$ cat config.mk
export PLATFORM = sky130hd
export DESIGN_NAME = tree_walker
export DESIGN_NICKNAME = d
export VERILOG_FILES = /design/src/rtl/tree_walker.sv
export SDC_FILE = /design/constraint.sdc
export NUM_CORES = 2
export LEC_CHECK = 0
export ABC_AREA = 1
export CAP_MARGIN = 10
export CORE_ASPECT_RATIO = 1.1
export CORE_MARGIN = 1.5
export CORE_UTILIZATION = 55
export DETAILED_ROUTE_END_ITERATION = 12
export PLACE_DENSITY = 0.75
export RECOVER_POWER = 100
export SYNTH_ARGS = -nofsm -noshare
export SYNTH_HDL_FRONTEND = slang
export SYNTH_SLANG_ARGS = --single-unit
$ cat constraint.sdc
create_clock -name clk -period 5.2 [get_ports clk]
set_clock_uncertainty 0.2 [all_clocks]
set_input_delay 1.56 -clock clk [delete_from_list [all_inputs] [get_ports clk]]
set_output_delay 1.56 -clock clk [all_outputs]
set_load 0.01 [all_outputs]
$ cat src/rtl/tree_walker.sv
// Decision-tree walker: a configurable node table plus one time-shared signed compare.
// Each walk starts at node 0 and returns the class of the leaf it reaches, or an error on abort.
module tree_walker #(
    parameter int N_NODES    = 16,
    parameter int N_FEATURES = 8,
    parameter int DATA_W     = 32,
    parameter int CLASS_W    = 8,
    parameter int MAX_DEPTH  = 16,
    parameter int NI         = $clog2(N_NODES),
    parameter int FI         = $clog2(N_FEATURES),
    parameter int DW         = $clog2(MAX_DEPTH + 1)
) (
    input  logic                           clk,
    input  logic                           reset,
    input  logic                           io_cfg_valid,
    output logic                           io_cfg_ready,
    input  logic [NI-1:0]                  io_cfg_bits_addr,
    input  logic [FI-1:0]                  io_cfg_bits_feature_index,
    input  logic [DATA_W-1:0]              io_cfg_bits_threshold,
    input  logic [NI-1:0]                  io_cfg_bits_left,
    input  logic [NI-1:0]                  io_cfg_bits_right,
    input  logic                           io_cfg_bits_leaf,
    input  logic [CLASS_W-1:0]             io_cfg_bits_class,
    input  logic                           io_req_valid,
    output logic                           io_req_ready,
    input  logic [N_FEATURES*DATA_W-1:0]   io_req_bits_features,
    output logic                           io_resp_valid,
    input  logic                           io_resp_ready,
    output logic [CLASS_W-1:0]             io_resp_bits_class,
    output logic [DW-1:0]                  io_resp_bits_depth,
    output logic                           io_resp_bits_error
);

    localparam logic [1:0] S_IDLE = 2'd0;
    localparam logic [1:0] S_WALK = 2'd1;
    localparam logic [1:0] S_DONE = 2'd2;

    logic [1:0]                  state;
    logic [NI-1:0]               node;
    logic [DW-1:0]               depth;
    logic [N_FEATURES*DATA_W-1:0] features_q;
    logic [DATA_W-1:0]           feat_arr [N_FEATURES];

    logic [FI-1:0]               t_fidx  [N_NODES];
    logic [DATA_W-1:0]           t_thr   [N_NODES];
    logic [NI-1:0]               t_left  [N_NODES];
    logic [NI-1:0]               t_right [N_NODES];
    logic                        t_leaf  [N_NODES];
    logic [CLASS_W-1:0]          t_class [N_NODES];

    logic                        node_ok;
    logic [NI-1:0]               rd;
    logic [FI-1:0]               cur_fidx;
    logic [DATA_W-1:0]           cur_thr;
    logic [NI-1:0]               cur_left;
    logic [NI-1:0]               cur_right;
    logic                        cur_leaf;
    logic [CLASS_W-1:0]          cur_class;
    logic                        fidx_ok;
    logic [FI-1:0]               fsel;
    logic [DATA_W-1:0]           feat;
    logic                        go_left;
    logic [NI-1:0]               next_node;
    logic                        cfg_fire;

    assign io_cfg_ready = (state == S_IDLE);
    assign io_req_ready = (state == S_IDLE);
    assign cfg_fire     = io_cfg_valid && (state == S_IDLE) && (32'(io_cfg_bits_addr) < N_NODES);

    for (genvar g = 0; g < N_FEATURES; g++) begin : g_feat
        assign feat_arr[g] = features_q[g*DATA_W +: DATA_W];
    end

    always_comb begin
        node_ok   = (32'(node) < N_NODES);
        rd        = node_ok ? node : '0;
        cur_fidx  = t_fidx[rd];
        cur_thr   = t_thr[rd];
        cur_left  = t_left[rd];
        cur_right = t_right[rd];
        cur_leaf  = t_leaf[rd];
        cur_class = t_class[rd];
        fidx_ok   = (32'(cur_fidx) < N_FEATURES);
        fsel      = fidx_ok ? cur_fidx : '0;
        feat      = feat_arr[fsel];
        go_left   = ($signed(feat) <= $signed(cur_thr));
        next_node = go_left ? cur_left : cur_right;
    end

    // Node table; writes only land while idle so a walk never sees a half-updated tree.
    always_ff @(posedge clk) begin
        if (reset) begin
            for (int i = 0; i < N_NODES; i++) begin
                t_fidx[i]  <= '0;
                t_thr[i]   <= '0;
                t_left[i]  <= '0;
                t_right[i] <= '0;
                t_leaf[i]  <= 1'b0;
                t_class[i] <= '0;
            end
        end else if (cfg_fire) begin
            t_fidx[io_cfg_bits_addr]  <= io_cfg_bits_feature_index;
            t_thr[io_cfg_bits_addr]   <= io_cfg_bits_threshold;
            t_left[io_cfg_bits_addr]  <= io_cfg_bits_left;
            t_right[io_cfg_bits_addr] <= io_cfg_bits_right;
            t_leaf[io_cfg_bits_addr]  <= io_cfg_bits_leaf;
            t_class[io_cfg_bits_addr] <= io_cfg_bits_class;
        end
    end

    always_ff @(posedge clk) begin
        if (reset) begin
            state              <= S_IDLE;
            node               <= '0;
            depth              <= '0;
            features_q         <= '0;
            io_resp_valid      <= 1'b0;
            io_resp_bits_class <= '0;
            io_resp_bits_depth <= '0;
            io_resp_bits_error <= 1'b0;
        end else begin
            case (state)
                S_IDLE: begin
                    if (io_req_valid) begin
                        features_q <= io_req_bits_features;
                        node       <= '0;
                        depth      <= '0;
                        state      <= S_WALK;
                    end
                end
                S_WALK: begin
                    if (!node_ok || (!cur_leaf && (!fidx_ok || depth == DW'(MAX_DEPTH)))) begin
                        io_resp_bits_class <= '0;
                        io_resp_bits_depth <= depth;
                        io_resp_bits_error <= 1'b1;
                        state              <= S_DONE;
                    end else if (cur_leaf) begin
                        io_resp_bits_class <= cur_class;
                        io_resp_bits_depth <= depth;
                        io_resp_bits_error <= 1'b0;
                        state              <= S_DONE;
                    end else begin
                        node  <= next_node;
                        depth <= depth + 1'b1;
                    end
                end
                S_DONE: begin
                    // Valid rises one edge after the result bits settle, then holds until taken.
                    if (!io_resp_valid) begin
                        io_resp_valid <= 1'b1;
                    end else if (io_resp_ready) begin
                        io_resp_valid <= 1'b0;
                        state         <= S_IDLE;
                    end
                end
                default: state <= S_IDLE;
            endcase
        end
    end

endmodule
==> results.json <==
{
  "place.detailed.instances": 6393,
  "finalMaxSlewViolations": 1065,
  "drt-vias-per-instance": 6.102,
  "maxCapViolCount": 23,
  "period_needed_ns": 5.011,
  "path_buf_inv": 3,
  "cts.reportedPaths.clkPinSlew_ns": 0.07,
  "finalSetupViolations": 0,
  "post_synthesis_sequential_area_ratio_pct": 62.51,
  "power.net_switching_mw": 11.28,
  "ys.warnings.count": 0,
  "dieHeight_um": 316.4,
  "dieArea_um2": 91120,
  "first_iter_violations": 5531,
  "area_delta_synth_final_pct": 14.62,
  "peakVddDrop_mv": 0.4178,
  "critical_path_required_ns": 5.34,
  "dr_pass1_iterations": 7,
  "pwr-share-seq_pct": 36.7,
  "core_area_um2": 88150,
  "hold_buffers": 0,
  "violated_checks": "max-capacitance violations, max-slew violations",
  "cts_root_buf": "sky130_fd_sc_hd__clkbuf_16",
  "vias_after_detailed_routing": 40270,
  "synthesis.area_um2": 49120,
  "power.share.switching_pct": 38.91,
  "power_frac_comb_pct": 36.8,
  "worst_pin_slew_ns": 1.944,
  "cts.sink_count": 1118,
  "total_leakage_power_nw": 21.86,
  "met3_length_um": 18010,
  "timing.hold.worst.class": "reg2reg",
  "grt_first_pass_wirelength_um": 227800,
  "synth.ff_latch_count": 1118,
  "preCtsSetupSlack_ns": 0.6051,
  "routed_wl_um": 154800,
  "cts_tree": "done",
  "placed_area_um2": 53260,
  "timing.critical_path.arrival_ns": 5.15,
  "synth_top_area_share_pct": 50.86,
  "status": "finished with violations",
  "critPathKind": "in2reg",
  "clock_tree.htree_level_count": 3,
  "internal_power_mw": 17.71,
  "grt_pass1_vias": 38030,
  "worst_path_max_delay_cell": "sky130_fd_sc_hd__nand2_1",
  "postCtsSetupRepairBufs": 0,
  "netlist-cell-type-count": 42,
  "reg2regPathDepth": 25,
  "groute.usage.overall_pct": 33.31,
  "core.rowCount": 114,
  "route.detailed.drc": 0,
  "ioPinCount": 334,
  "top_layer_used": "met5",
  "utilization_pct": 63.87,
  "post_synth_main_area_contributors": "sky130_fd_sc_hd__edfxtp_1 (51%), sky130_fd_sc_hd__nor2_1 (13%), sky130_fd_sc_hd__dfxtp_1 (12%), sky130_fd_sc_hd__o21ai_0 (6.8%), sky130_fd_sc_hd__nand2_1 (3.7%)",
  "detail_route.wl_per_cell_um": 23.46,
  "grt_start_max_net_pins": 254,
  "final_net_count": 5694,
  "layout.cells.non_filler": 6599,
  "rsz0062_at_grt": "false",
  "grt_antenna_before_repair": 6,
  "period_share_pct": 96.36,
  "delay_of_the_slowest_cell_on_the_worst_path_ns": 1.41,
  "hpwlAfterDp_um": 91020,
  "synth.net_count": 5595,
  "endpoint_kind": "register",
  "power.density_cell_area_nw_per_um2": 514.8,
  "slew-limit-headroom_pct": -29.60,
  "final_hold_fails": 0,
  "post-route-worst-setup-slack_ns": 0.1894,
  "clock_latency_ns": 0.70,
  "synth-main-ff-cell": "sky130_fd_sc_hd__edfxtp_1",
  "post_synth_inst_count": 5244,
  "chipWidth_um": 288.0,
  "avgSynthCellArea_um2": 9.368,
  "worstPathMaxFanout": 24,
  "holdPathStages": 2,
  "place.port_buffers": 333,
  "timing.setup.tns_ns": 0,
  "globalRoute.totalOverflow": 0,
  "antenna_violating_nets_post_route": 0,
  "post_cts_resize_count": 0,
  "cp-start-kind": "input port",
  "crit_family": "simple AND/OR/NAND/NOR gates",
  "met1Wirelength_um": 55140,
  "timing_limited_maximum_frequency_mhz": 199.6,
  "share_clk_of_total_power_pct": 26.5,
  "count_of_flip_flops_with_a_built_in_enable_after_synthesis": 832,
  "filler_cell_count": 6977,
  "detailroute.wirelength.met2_um": 71760,
  "synth_top_cell_by_area": "sky130_fd_sc_hd__edfxtp_1",
  "synthArstFlopShare_pct": 0,
  "clock_buffer_count_from_cts": 108,
  "place_congestion": 0.9749,
  "cts.path.max_buffers": 3,
  "proportion_of_layout_cells_with_a_drive_suffix_above_1_pct": 5.263,
  "crit_cells": 7,
  "fin_area_um2": 56300,
  "worstPathCellList": "dlygate4sd3_1, clkinvlp_2, nand3_1, nor2_1, nand2_2, nand2_1, clkbuf_2",
  "initial_utilization_pct": 55.73
}
==> cells in the mapped netlist, drive strengths merged (5+ instances only) <==
cell       n
nor3       7
ha        34
nand2    491
o22ai     70
nand3    248
a211oi     5
a21oi     93
o21ai    696
buf      101
edfxtp   832
nand4      7
dfxtp    286
clkbuf   338
nor2    1737
o221ai   108
inv      129
o211ai    35
==> worst register-to-register path, stage by stage, from the launching register on <==
cell                      delay, ns
sky130_fd_sc_hd__dfxtp_4       0.68
sky130_fd_sc_hd__inv_6         0.31
sky130_fd_sc_hd__nand3_1       0.19
sky130_fd_sc_hd__nand3_1       0.08
sky130_fd_sc_hd__nand3_1       0.11
sky130_fd_sc_hd__nand2_2       0.08
sky130_fd_sc_hd__inv_2         0.38
sky130_fd_sc_hd__buf_4         0.28
sky130_fd_sc_hd__o21ai_0       0.10
sky130_fd_sc_hd__o22ai_1       0.35
sky130_fd_sc_hd__nand2_1       0.18
sky130_fd_sc_hd__nand2_1       0.10
sky130_fd_sc_hd__ha_1          0.24
sky130_fd_sc_hd__a21oi_1       0.16
sky130_fd_sc_hd__nor2_1        0.05
sky130_fd_sc_hd__nor2_1        0.10
sky130_fd_sc_hd__nand2_1       0.08
sky130_fd_sc_hd__nand2_1       0.06
sky130_fd_sc_hd__nand2_1       0.07
sky130_fd_sc_hd__nand2_1       0.08
sky130_fd_sc_hd__nand2_1       0.06
sky130_fd_sc_hd__nand2_1       0.15
sky130_fd_sc_hd__nand3_1       0.17
sky130_fd_sc_hd__nand2_1       0.10
sky130_fd_sc_hd__nand3_1       0.08
sky130_fd_sc_hd__a21oi_1       0.20
==> registers in the layout, summed over array words and instances, names as in the netlist, 8 cells and up, named ones only <==
signal	flops
t_thr	512
features_q	256
t_class	128
t_left	64
t_right	64
t_fidx	48
t_leaf	16
io_resp_bits_class	8
==> power by group through the flow <==
stage,combinational [mW],clock (mW),sequential (mW)
floorplan,6.90,0,10.6
global placement,10.3,0,10.8
detailed placement,10.4,0,10.8
CTS,10.4,7.71,10.6
global route,11.6,8.07,10.7
finish,10.7,7.69,10.6
==> path summary, 6_finish.rpt <==
check | endpoint | slack (ns) | start
worst max-delay path | t_thr[15][10] | 0.19 | reset
worst min-delay path | features_q[165] | 0.26 | features_q[165]
worst max register to register | register | 0.47 | register
worst min register to register | features_q[165] | 0.26 | features_q[165]
==> logic make-up (layout without fill, tap and decap cells) <==
kind of cell	after synthesis	after routing	synth area share, %
simple gates	2494	2494	19.93
other cells	0	5	0
xor+xnor	3	3	0.05350
fa+ha+maj	34	34	0.8660
flops	1118	1118	62.51
compound gates	1025	1025	11.79
buf+inv	570	760	4.850
==> layout make-up <==
class	instances	area [µm²]	share of cell area [%]
flip-flops and latches	1118	30720	54.56
multi-input cells	3556	16070	28.54
well taps	1160	1451	2.578
inverters	131	513.0	0.9111
repair buffers	428	4104	7.289
clock inverters	58	467.9	0.8311
diodes	5	12.51	0.02222
clock buffers	143	2967	5.269
==> stage by stage <==
step / total power [mW] / hold WS (ns)
floorplan: 17.55 / 0.2297
global placement: 21.05 / 0.2398
detailed placement: 21.19 / 0.2505
CTS: 28.78 / 0.2591
global route: 30.33 / 0.2831
finish: 28.99 / 0.2575
==> layout by cell type, fill, tap and decap left out, types with 27 or more instances in the layout <==
cell and count:
sky130_fd_sc_hd__nor2_1 1735, sky130_fd_sc_hd__edfxtp_1 832, sky130_fd_sc_hd__o21ai_0 677, sky130_fd_sc_hd__nand2_1 471
sky130_fd_sc_hd__clkdlybuf4s50_1 314, sky130_fd_sc_hd__dfxtp_1 282, sky130_fd_sc_hd__nand3_1 238, sky130_fd_sc_hd__inv_1 122
sky130_fd_sc_hd__clkbuf_16 110, sky130_fd_sc_hd__o221ai_1 108, sky130_fd_sc_hd__a21oi_1 93, sky130_fd_sc_hd__o22ai_1 70
sky130_fd_sc_hd__buf_4 38, sky130_fd_sc_hd__clkbuf_1 35, sky130_fd_sc_hd__o211ai_1 34, sky130_fd_sc_hd__ha_1 34
sky130_fd_sc_hd__clkbuf_2 27
==> per-layer routing <==
metal	vias up	GRT usage, %
met5	-	0
met4	4	20.75
met3	531	6.317
met2	2662	53.49
met1	19000	41.86
li1	18070	-
No activity file was read; power rests on OpenSTA's default activity.
